`src/rtl/sdram_sched.sv`:
```
// SDRAM access scheduler: arbitrates a read and a write engine onto one
// SDRAM command bus and inserts periodic auto-refresh cycles.
module sdram_sched #(
  parameter int REFRESH_INTERVAL = 1560,
  parameter int T_RFC            = 7,
  parameter int GRANT_LIMIT      = 256
) (
  input  logic        clk,
  input  logic        rst,
  input  logic        init_done,
  input  logic        rd_req,
  input  logic        wr_req,
  input  logic        rd_ready,
  input  logic        wr_ready,
  input  logic [2:0]  rd_command,
  input  logic [2:0]  wr_command,
  input  logic [11:0] rd_addr,
  input  logic [11:0] wr_addr,
  input  logic [1:0]  rd_bank,
  input  logic [1:0]  wr_bank,
  output logic        rd_en,
  output logic        wr_en,
  output logic        auto_refresh,
  output logic [2:0]  command,
  output logic [11:0] addr,
  output logic [1:0]  bank,
  output logic        busy,
  output logic        ref_overrun
);

  localparam logic [2:0] SDRAM_CMD_NOP = 3'b111;
  localparam logic [2:0] SDRAM_CMD_AR  = 3'b001;

  localparam int RW = $clog2(REFRESH_INTERVAL + 1);
  localparam int GW = $clog2(GRANT_LIMIT + 1);
  localparam int TW = $clog2(T_RFC + 1);

  localparam logic [RW-1:0] RMAX = RW'(REFRESH_INTERVAL - 1);
  localparam logic [GW-1:0] GMAX = GW'(GRANT_LIMIT - 1);
  localparam logic [TW-1:0] TRFC = TW'(T_RFC);

  typedef enum logic [2:0] {
    IDLE, READ, READ_DRAIN, WRITE,
    WRITE_DRAIN, REFRESH, REFRESH_WAIT
  } state_t;

  state_t      state_q, state_d;
  logic [RW-1:0] rcnt_q, rcnt_d;
  logic [GW-1:0] gcnt_q, gcnt_d;
  logic [TW-1:0] wcnt_q, wcnt_d;
  logic        pend_q, pend_d;
  logic        ovr_q, ovr_d;
  logic        lastw_q, lastw_d;
  logic        arf_q, arf_d;
  logic        rd_en_q, rd_en_d;
  logic        wr_en_q, wr_en_d;
  logic [2:0]  cmd_q, cmd_d;
  logic [11:0] addr_q, addr_d;
  logic [1:0]  bank_q, bank_d;
  logic        expire, clr, go_rd, go_wr;

  always_comb begin
    state_d = state_q;
    rcnt_d  = rcnt_q;
    gcnt_d  = gcnt_q;
    wcnt_d  = wcnt_q;
    lastw_d = lastw_q;
    arf_d   = 1'b0;
    expire  = 1'b0;
    clr     = 1'b0;
    go_rd   = 1'b0;
    go_wr   = 1'b0;

    if (init_done) begin
      if (rcnt_q == '0) begin
        rcnt_d = RMAX;
        expire = 1'b1;
      end else begin
        rcnt_d = rcnt_q - 1'b1;
      end

      unique case (state_q)
        IDLE: begin
          if (pend_q) begin
            state_d = REFRESH;
          end else if (rd_req && wr_req) begin
            go_rd = lastw_q;
            go_wr = !lastw_q;
          end else begin
            go_rd = rd_req;
            go_wr = wr_req;
          end
        end
        READ: begin
          if (gcnt_q != GMAX) gcnt_d = gcnt_q + 1'b1;
          if (!rd_req || (wr_req && gcnt_q == GMAX)) begin
            state_d = READ_DRAIN;
          end else if (pend_q) begin
            arf_d = 1'b1;
            clr   = 1'b1;
          end
        end
        READ_DRAIN: if (rd_ready) state_d = IDLE;
        WRITE: begin
          if (gcnt_q != GMAX) gcnt_d = gcnt_q + 1'b1;
          if (!wr_req || (rd_req && gcnt_q == GMAX)) begin
            state_d = WRITE_DRAIN;
          end else if (pend_q) begin
            arf_d = 1'b1;
            clr   = 1'b1;
          end
        end
        WRITE_DRAIN: if (wr_ready) state_d = IDLE;
        REFRESH: begin
          clr     = 1'b1;
          wcnt_d  = TRFC;
          state_d = REFRESH_WAIT;
        end
        REFRESH_WAIT: begin
          wcnt_d = wcnt_q - 1'b1;
          if (wcnt_q <= 1) state_d = IDLE;
        end
        default: state_d = IDLE;
      endcase

      if (go_rd) begin
        state_d = READ;
        lastw_d = 1'b0;
        gcnt_d  = '0;
      end else if (go_wr) begin
        state_d = WRITE;
        lastw_d = 1'b1;
        gcnt_d  = '0;
      end
    end else begin
      state_d = IDLE;
    end

    pend_d = (pend_q && !clr) || expire;
    ovr_d  = ovr_q || (expire && pend_q && !clr);

    rd_en_d = (state_d == READ);
    wr_en_d = (state_d == WRITE);

    cmd_d  = SDRAM_CMD_NOP;
    addr_d = '0;
    bank_d = '0;
    unique case (state_q)
      READ, READ_DRAIN: begin
        cmd_d  = rd_command;
        addr_d = rd_addr;
        bank_d = rd_bank;
      end
      WRITE, WRITE_DRAIN: begin
        cmd_d  = wr_command;
        addr_d = wr_addr;
        bank_d = wr_bank;
      end
      REFRESH: cmd_d = SDRAM_CMD_AR;
      default: cmd_d = SDRAM_CMD_NOP;
    endcase
  end

  always_ff @(posedge clk) begin
    if (!rst) begin
      state_q <= IDLE;
      rcnt_q  <= RMAX;
      gcnt_q  <= '0;
      wcnt_q  <= '0;
      pend_q  <= 1'b0;
      ovr_q   <= 1'b0;
      lastw_q <= 1'b1;
      arf_q   <= 1'b0;
      rd_en_q <= 1'b0;
      wr_en_q <= 1'b0;
      cmd_q   <= SDRAM_CMD_NOP;
      addr_q  <= '0;
      bank_q  <= '0;
    end else begin
      state_q <= state_d;
      rcnt_q  <= rcnt_d;
      gcnt_q  <= gcnt_d;
      wcnt_q  <= wcnt_d;
      pend_q  <= pend_d;
      ovr_q   <= ovr_d;
      lastw_q <= lastw_d;
      arf_q   <= arf_d;
      rd_en_q <= rd_en_d;
      wr_en_q <= wr_en_d;
      cmd_q   <= cmd_d;
      addr_q  <= addr_d;
      bank_q  <= bank_d;
    end
  end

  assign rd_en        = rd_en_q;
  assign wr_en        = wr_en_q;
  assign auto_refresh = arf_q;
  assign command      = cmd_q;
  assign addr         = addr_q;
  assign bank         = bank_q;
  assign busy         = (state_q != IDLE);
  assign ref_overrun  = ovr_q;

endmodule

```
`config.mk`:
```
export PLATFORM = sky130hd
export DESIGN_NAME = sdram_sched
export DESIGN_NICKNAME = d
export VERILOG_FILES = /design/src/rtl/sdram_sched.sv
export SDC_FILE = /design/constraint.sdc
export NUM_CORES = 1
export LEC_CHECK = 0
export CAP_MARGIN = 25
export CORE_MARGIN = 2
export CORE_UTILIZATION = 31
export CTS_BUF_LIST = sky130_fd_sc_hd__clkbuf_4
export CTS_CLUSTER_DIAMETER = 200
export DETAILED_ROUTE_END_ITERATION = 8
export GPL_ROUTABILITY_DRIVEN = 0
export GPL_TIMING_DRIVEN = 0
export SYNTH_ARGS = -nofsm -noshare
export SYNTH_HDL_FRONTEND = slang
export SYNTH_SLANG_ARGS = --single-unit
```
`constraint.sdc`:
```
create_clock -name clk -period 2.1 [get_ports clk]
set_input_delay 0.315 -clock clk [delete_from_list [all_inputs] [get_ports clk]]
set_output_delay 0.315 -clock clk [all_outputs]
set_load 0.01 [all_outputs]
```
**Word-level counts from Yosys, hierarchy flattened**

Index checks and enable logic that the tools add are counted.

- Bitwise operators: 0
- Reductions and logical operators: 28
- Add/sub/neg operators: 3
- $lt $le $gt $ge: 1
- Div/mod/pow operators: 0
- Shift-type cells: 0
- Multiplexer cells: 37
- Equal/unequal tests: 10
- $mul: 0

Operators by type and width:

| cell | number |
|---|---|
| 2-to-1 mux 9 bit | 4 |
| 2-to-1 mux 3 bit | 9 |
| one-hot mux 12 bit (2 select lines) | 1 |
| one-hot mux 3 bit (7 select lines) | 1 |
| 2-to-1 mux 1 bit | 16 |
| zero test 11 bit | 1 |
| 2-to-1 mux 11 bit | 1 |
| subtractor 11 x 1 -> 11 bit, second input constant | 1 |
| adder 9 x 1 -> 9 bit, second input constant | 1 |
| equality test 3 x 2 -> 1 bit, second input constant | 3 |
| equality test 3 bit, second input constant | 3 |
| equality test 9 x 8 -> 1 bit, second input constant | 1 |
| inequality test 9 x 8 -> 1 bit, second input constant | 1 |
| one-hot mux 3 bit (3 select lines) | 1 |
| nonzero test 3 bit | 3 |
| equality test 3 x 1 -> 1 bit, second input constant | 2 |
| logical AND 1 bit | 6 |
| one-hot mux 3 bit (2 select lines) | 1 |
| AND reduction 2 bit | 3 |
| OR reduction 2 bit | 3 |
| zero test 1 bit | 4 |
| logical OR 1 bit | 4 |
| one-hot mux 2 bit (2 select lines) | 1 |
| nonzero test 2 bit | 2 |
| other kinds (6) | 6 |

- Register bits after elaboration: 49
- Input port bits: 41
- Bits in latches: 0
- Output and inout bits: 22
- Memory bits (writable): 0
- Word-level logic and storage cells: 92
- Memory bits (read-only): 0
- Memories kept: 0

**Longest topological paths before layout**

Gate-level depths: netlist (run 1).

- Depth after elaboration: 9
- Gate-level depth with buffers: 9

**Worst setup path before layout (run 1)**

Ideal clock, no wire load.

- Path type: register -> register
- From: reg rcnt_q[0]
- To: reg rcnt_q[3]
- Path buffers: 0
- Library setup time: 0.117 ns
- Data required time: 1.983 ns
- Path slack: 0.248 ns
- Stages on the path, launching flop included: 8
- Arrival: 1.735 ns
- Cell sequence: dfxtp_1 > inv_1 > ha_1 > nand4bb_4 > or3_4 > or4_4 > nand2_1 > nor2_1

- Cells in the longest elaborated chain, start to end: 2

RTL lines:

| what | line | RTL |
|---|---|---|
| start: declaration | 48 | `logic [RW-1:0] rcnt_q, rcnt_d;` |
| start signal: assignment | 181 | `rcnt_q <= rcnt_d;` |
| subtractor 11 x 1 -> 11 bit / zero test 11 bit (equally long branches) | 79, 75 |  |
| 2-to-1 mux 11 bit (*) | 75 | `if (rcnt_q == '0) begin` |

Mark *: on every way between the ends. The rest lies on a longest branch, timed or not.
A chain may end at the register's enable or synchronous reset.

**Worst setup path after layout (run 1)**

- From: reg gcnt_q[4]
- To: reg rd_en_q (netlist: rd_en)

- Cells in the longest elaborated chain, start to end: 9

RTL lines:

| what | line | RTL |
|---|---|---|
| start: declaration | 49 | `logic [GW-1:0] gcnt_q, gcnt_d;` |
| start signal: assignment | 182 | `gcnt_q <= gcnt_d;` |
| equality test 9 x 8 -> 1 bit (*) | 96, 106 |  |
| logical AND 1 bit (on tied branches) | 106, 96 |  |
| logical OR 1 bit (on tied branches) | 106, 96 |  |
| 2-to-1 mux 3 bit (on tied branches) | 106, 96 |  |
| one-hot mux 3 bit (7 select lines) (*) | 82 | `unique case (state_q)` |
| 2-to-1 mux 3 bit (*) | 130 | `end else if (go_wr) begin` |
| 2-to-1 mux 3 bit (*) | 126 | `if (go_rd) begin` |
| 2-to-1 mux 3 bit (*) | 74 | `if (init_done) begin` |
| equality test 3 x 1 -> 1 bit (*) | 142 | `rd_en_d = (state_d == READ);` |
| end signal: assignment | 188 | `rd_en_q <= rd_en_d;` |
| end: declaration | 55 | `logic rd_en_q, rd_en_d;` |

Marked as above.

==> results by group, run 1 <==
Status
  • Status: complete, no violations

Synthesis
  • Async S/R FF share, synth: 0%
  • EDFF count, synth: 0
  • Synth Net Count: 350
  • Syn Inst Count: 304
  • Main synth FF type: dfxtp_1
  • Count of cell types in the netlist: 49
  • Synth warn: 0
  • Mapped Area: 2500 µm²
  • Mean post-synth cell area: 8.22 µm²
  • Yosys reg bits: 49
  • Seq/Total Area, Yosys: 39.3%

STA
  • Final Cycle Share: 95.0%
  • Final Hold Violating Endpoints: 0
  • Final Setup Violations: 0
  • Min Clock Period, post-route: 2.00 ns
  • Max-slew violations: 0
  • Final worst slack: 0.105 ns
  • Max_slew headroom: 56.8%
  • Post-Route Skew: 0.0115 ns
  • RSZ-0062 raised after global routing: false
  • Worst-margin pin slew: 0.641 ns
  • Setup TNS: 0 ns
  • Max Freq: 0.501 GHz

Clock network
  • Clock Path Buffers: 2
  • Clk_lat worst skew: 0.37 ns
  • CTS Buf Count: 5
  • CTS Root Cell: clkbuf_4
  • CTS H-tree depth: 2
  • Total clock sinks: 49
  • CTS tree: yes
  • Reg clk slew, reported paths: 0.15 ns

Critical path
  • Worst R2R Start: gcnt_q[4]$_SDFFE_PN0P_
  • Required @ worst endpoint: 2.39 ns
  • Slowest stage delay, CP: 0.36 ns
  • Critical path class: flip-flop to flip-flop
  • CP Launch Type: flip-flop
  • Worst Setup End Kind: flip-flop
  • Critical Path AT: 2.28 ns
  • Worst Reg-to-Reg Cells: 9
  • Crit-path cells: and4_1, nand2_1, nor2_2, ha_4, a21boi_0, o32ai_1, nor3_1, o2111ai_1, nor2b_1
  • Worst R2R End: rd_en$_SDFF_PN0_
  • Critical-path top delay cell: dfxtp_2
  • Worst Path Max Fanout: 5
  • Register-to-register setup slack: 0.10 ns

Detailed routing
  • Routed wire length per instance: 13.5 µm
  • Avg Vias per Cell: 4.97
  • Drt pass-1 iters: 4
  • Vias: 2,358
  • Post-Route WL: 6400 µm
  • Total DRC errors in the routed layout: 0
  • Initial DRC count: 140
  • Final ANT Viol Nets: 0

Global routing
  • First-pass GRT wire length: 10,500 µm
  • Largest net degree at the start of global routing: 16
  • Initial antenna violation count: 0
  • Number of global-route vias before repair: 2,259
  • GRT overflow: 0
  • Gr usage total: 14.9%

Layout
  • Antenna diodes: 0
  • Share of post-route cells with drive strength above 1: 12.6%
  • Post-layout nets: 417
  • Fillcell total: 809
  • Area added between synthesis and finish: 35.0%

Pwr
  • PwrDens: 553 nW/µm²
  • Sw Share: 22.8%
  • Clock share of power: 36.2%
  • Leakage: 1.21 nW
  • NetSw: 0.425 mW
  • Gate power share: 12.8%
  • IR drop worst, VDD: 0.000365 V
  • Sequential share of power: 51.1%
  • Pint: 1.44 mW

Placement
  • Buffers added on ports: 58
  • Post-DP HPWL: 4700 µm
  • DP Worst Slack: 0.0250 ns

Floorplanning
  • Core footprint: 7770 µm²
  • Ports: 63
  • Die area: 8790 µm²
  • Die H: 93.8 µm
  • Starting Density: 32.2%
  • Row count: 32
  • Die W: 93.8 µm

Hold path
  • HP Start: init_done
  • Hold Path End: state_q[0]$_SDFF_PN0_
  • Min-Delay Path Class: primary input to flip-flop
  • WHS Path Cells: 3

Flow run
  • Max cap viols: 0
-- state kept, by name, summed over array words and instances (netlist names), 2 cells and up --
signal   cells
command      3
state_q      3
gcnt_q       9
rcnt_q      11
bank         2
addr        12
wcnt_q       3
-- worst max-delay path by stage --
stage	start	endpoint	slack, ns	cells after the start
final	gcnt_q[4]$_SDFFE_PN0P_	rd_en$_SDFF_PN0_	0.10	9
after global routing	gcnt_q[1]$_SDFFE_PN0P_	wr_en$_SDFF_PN0_	0.006	9
after CTS	gcnt_q[3]$_SDFFE_PN0P_	wr_en$_SDFF_PN0_	0.007	9
after detailed placement	gcnt_q[0]$_SDFFE_PN0P_	gcnt_q[5]$_SDFFE_PN0P_	0.03	8
after global placement	gcnt_q[2]$_SDFFE_PN0P_	wr_en$_SDFF_PN0_	0.05	9
after floorplan	rcnt_q[0]$_SDFFE_PN1P_	rcnt_q[3]$_SDFFE_PN0P_	0.25	7
-- synthesized netlist by cell type, types with 4 or more instances --
master / number / share of area (%)
xnor2_1: 5 / 1.8
mux2_2: 12 / 5.4
inv_1: 12 / 1.8
a22oi_1: 15 / 4.5
dfxtp_1: 49 / 39
nand2_1: 20 / 3.0
a21oi_1: 26 / 5.2
nor2_1: 51 / 7.7
nor2b_1: 4 / 1.0
buf_2: 4 / 0.80
nand4_1: 4 / 1.0
nand3_1: 10 / 2.0
o311ai_0: 4 / 1.4
clkbuf_1: 11 / 1.7
ha_1: 5 / 2.5
or3_1: 5 / 1.3
o21ai_0: 17 / 3.4
xor2_1: 7 / 2.5
-- cell usage in the layout (no fill, tap or decap), types with 3 or more instances in the layout --
cell / synthesis / layout
o21ai_0: 17 / 17
clkbuf_4: 0 / 6
dfxtp_2: 0 / 3
mux2_2: 12 / 12
nand4_1: 4 / 4
o21a_1: 3 / 3
a22oi_1: 15 / 15
inv_1: 12 / 12
nand3_1: 10 / 10
clkbuf_1: 11 / 11
dfxtp_1: 49 / 44
clkdlybuf4s50_1: 0 / 57
or3_1: 5 / 5
buf_2: 4 / 3
a21oi_1: 26 / 26
nor2b_1: 4 / 4
buf_4: 1 / 3
nand2_1: 20 / 19
o311ai_0: 4 / 3
o22ai_1: 3 / 3
xnor2_1: 5 / 5
xor2_1: 7 / 7
nor2_1: 51 / 50
-- per-stage QoR --
step	hold WS (ns)	utilization (%)	instances	power (mW)	instance area, µm²
2_1_floorplan	0.431	-	304	1.09	2500
4_1_cts	0.241	42.6	472	1.88	3310
5_1_grt	0.265	43.4	474	1.95	3370
3_3_place_gp	0.447	41.3	464	1.21	3210
3_5_place_dp	0.458	41.3	464	1.21	3210
6_report	0.259	43.4	474	1.87	3370
-- cells by family (layout without fill, tap and decap cells) --
| kind of cell | count (synthesis) | after routing | share of synthesized area, % |
|---|---|---|---|
| AND/OR/NAND/NOR | 115 | 115 | 23.5 |
| AO/OA/AOI/OAI | 80 | 80 | 19.8 |
| flip-flops | 49 | 49 | 39.3 |
| buffers and inverters | 30 | 98 | 4.86 |
| multiplexers | 13 | 13 | 5.81 |
| XOR/XNOR | 12 | 12 | 4.21 |
| adder cells (fa/ha/maj) | 5 | 5 | 2.51 |
-- timing repair --
item / in CTS / in global routing
buffers inserted: 0 / 2
endpoints found under the setup margin: 3 / 21
hold buffers: 0 / 0
gates resized for setup: 3 / 17
pin swaps: 0 / 1
-- metal layers --
layer  vias to the layer above  routed length (µm)  global-route usage, %
li1                       1202                   -                      -
met2                        64                2880                   23.8
met3                        12                 419                   4.65
met4                         0                 133                   5.19
met1                      1080                2970                   18.9
met5                         -                   0                      0
-- layout make-up --
type                       count  area [µm²]  share of cell area, %
buffer                        17        76.3                   2.26
clock buffer                   5        37.5                   1.11
clock inverter                 3        65.1                   1.93
inverter                      13        48.8                   1.45
multi-input combinational    225        1430                   42.4
sequential                    49         992                   29.4
tap                          102         128                   3.78
timing repair buffer          60         594                   17.6
-- worst max-delay path: cells and delay by family (launching register included) --
| family | cells | cell delay, ns |
|---|---|---|
| adder cells (fa/ha/maj) | 1 | 0.17 |
| AND/OR/NAND/NOR | 5 | 0.83 |
| flip-flops | 1 | 0.36 |
| AO/OA/AOI/OAI | 3 | 0.56 |
-- power by group through the flow --
stage / combinational [mW] / sequential, mW / clock, mW
after floorplan: 0.110 / 0.978 / 0
after global placement: 0.232 / 0.975 / 0
after detailed placement: 0.236 / 0.975 / 0
after CTS: 0.236 / 0.955 / 0.694
after global routing: 0.261 / 0.955 / 0.735
final: 0.238 / 0.952 / 0.675
Power figures use the tool's default switching activity.
==> run 2: changes to the inputs <==
--- a/config.mk
+++ b/config.mk
@@ -5,7 +5,7 @@
 export SDC_FILE = /design/constraint.sdc
 export NUM_CORES = 1
 export LEC_CHECK = 0
-export CAP_MARGIN = 25
+export CAP_MARGIN = 20
 export CORE_MARGIN = 2
 export CORE_UTILIZATION = 31
 export CTS_BUF_LIST = sky130_fd_sc_hd__clkbuf_4
==> results of run 2 <==
Final layout, timing and power as in run 1 (identical DEF).
==> run 3: changes to the inputs <==
--- a/config.mk
+++ b/config.mk
@@ -10,6 +10,7 @@
 export CORE_UTILIZATION = 31
 export CTS_BUF_LIST = sky130_fd_sc_hd__clkbuf_4
 export CTS_CLUSTER_DIAMETER = 200
+export CTS_CLUSTER_SIZE = 28
 export DETAILED_ROUTE_END_ITERATION = 8
 export GPL_ROUTABILITY_DRIVEN = 0
 export GPL_TIMING_DRIVEN = 0
==> results of run 3 <==
Final layout, timing and power as in run 1 (identical DEF).
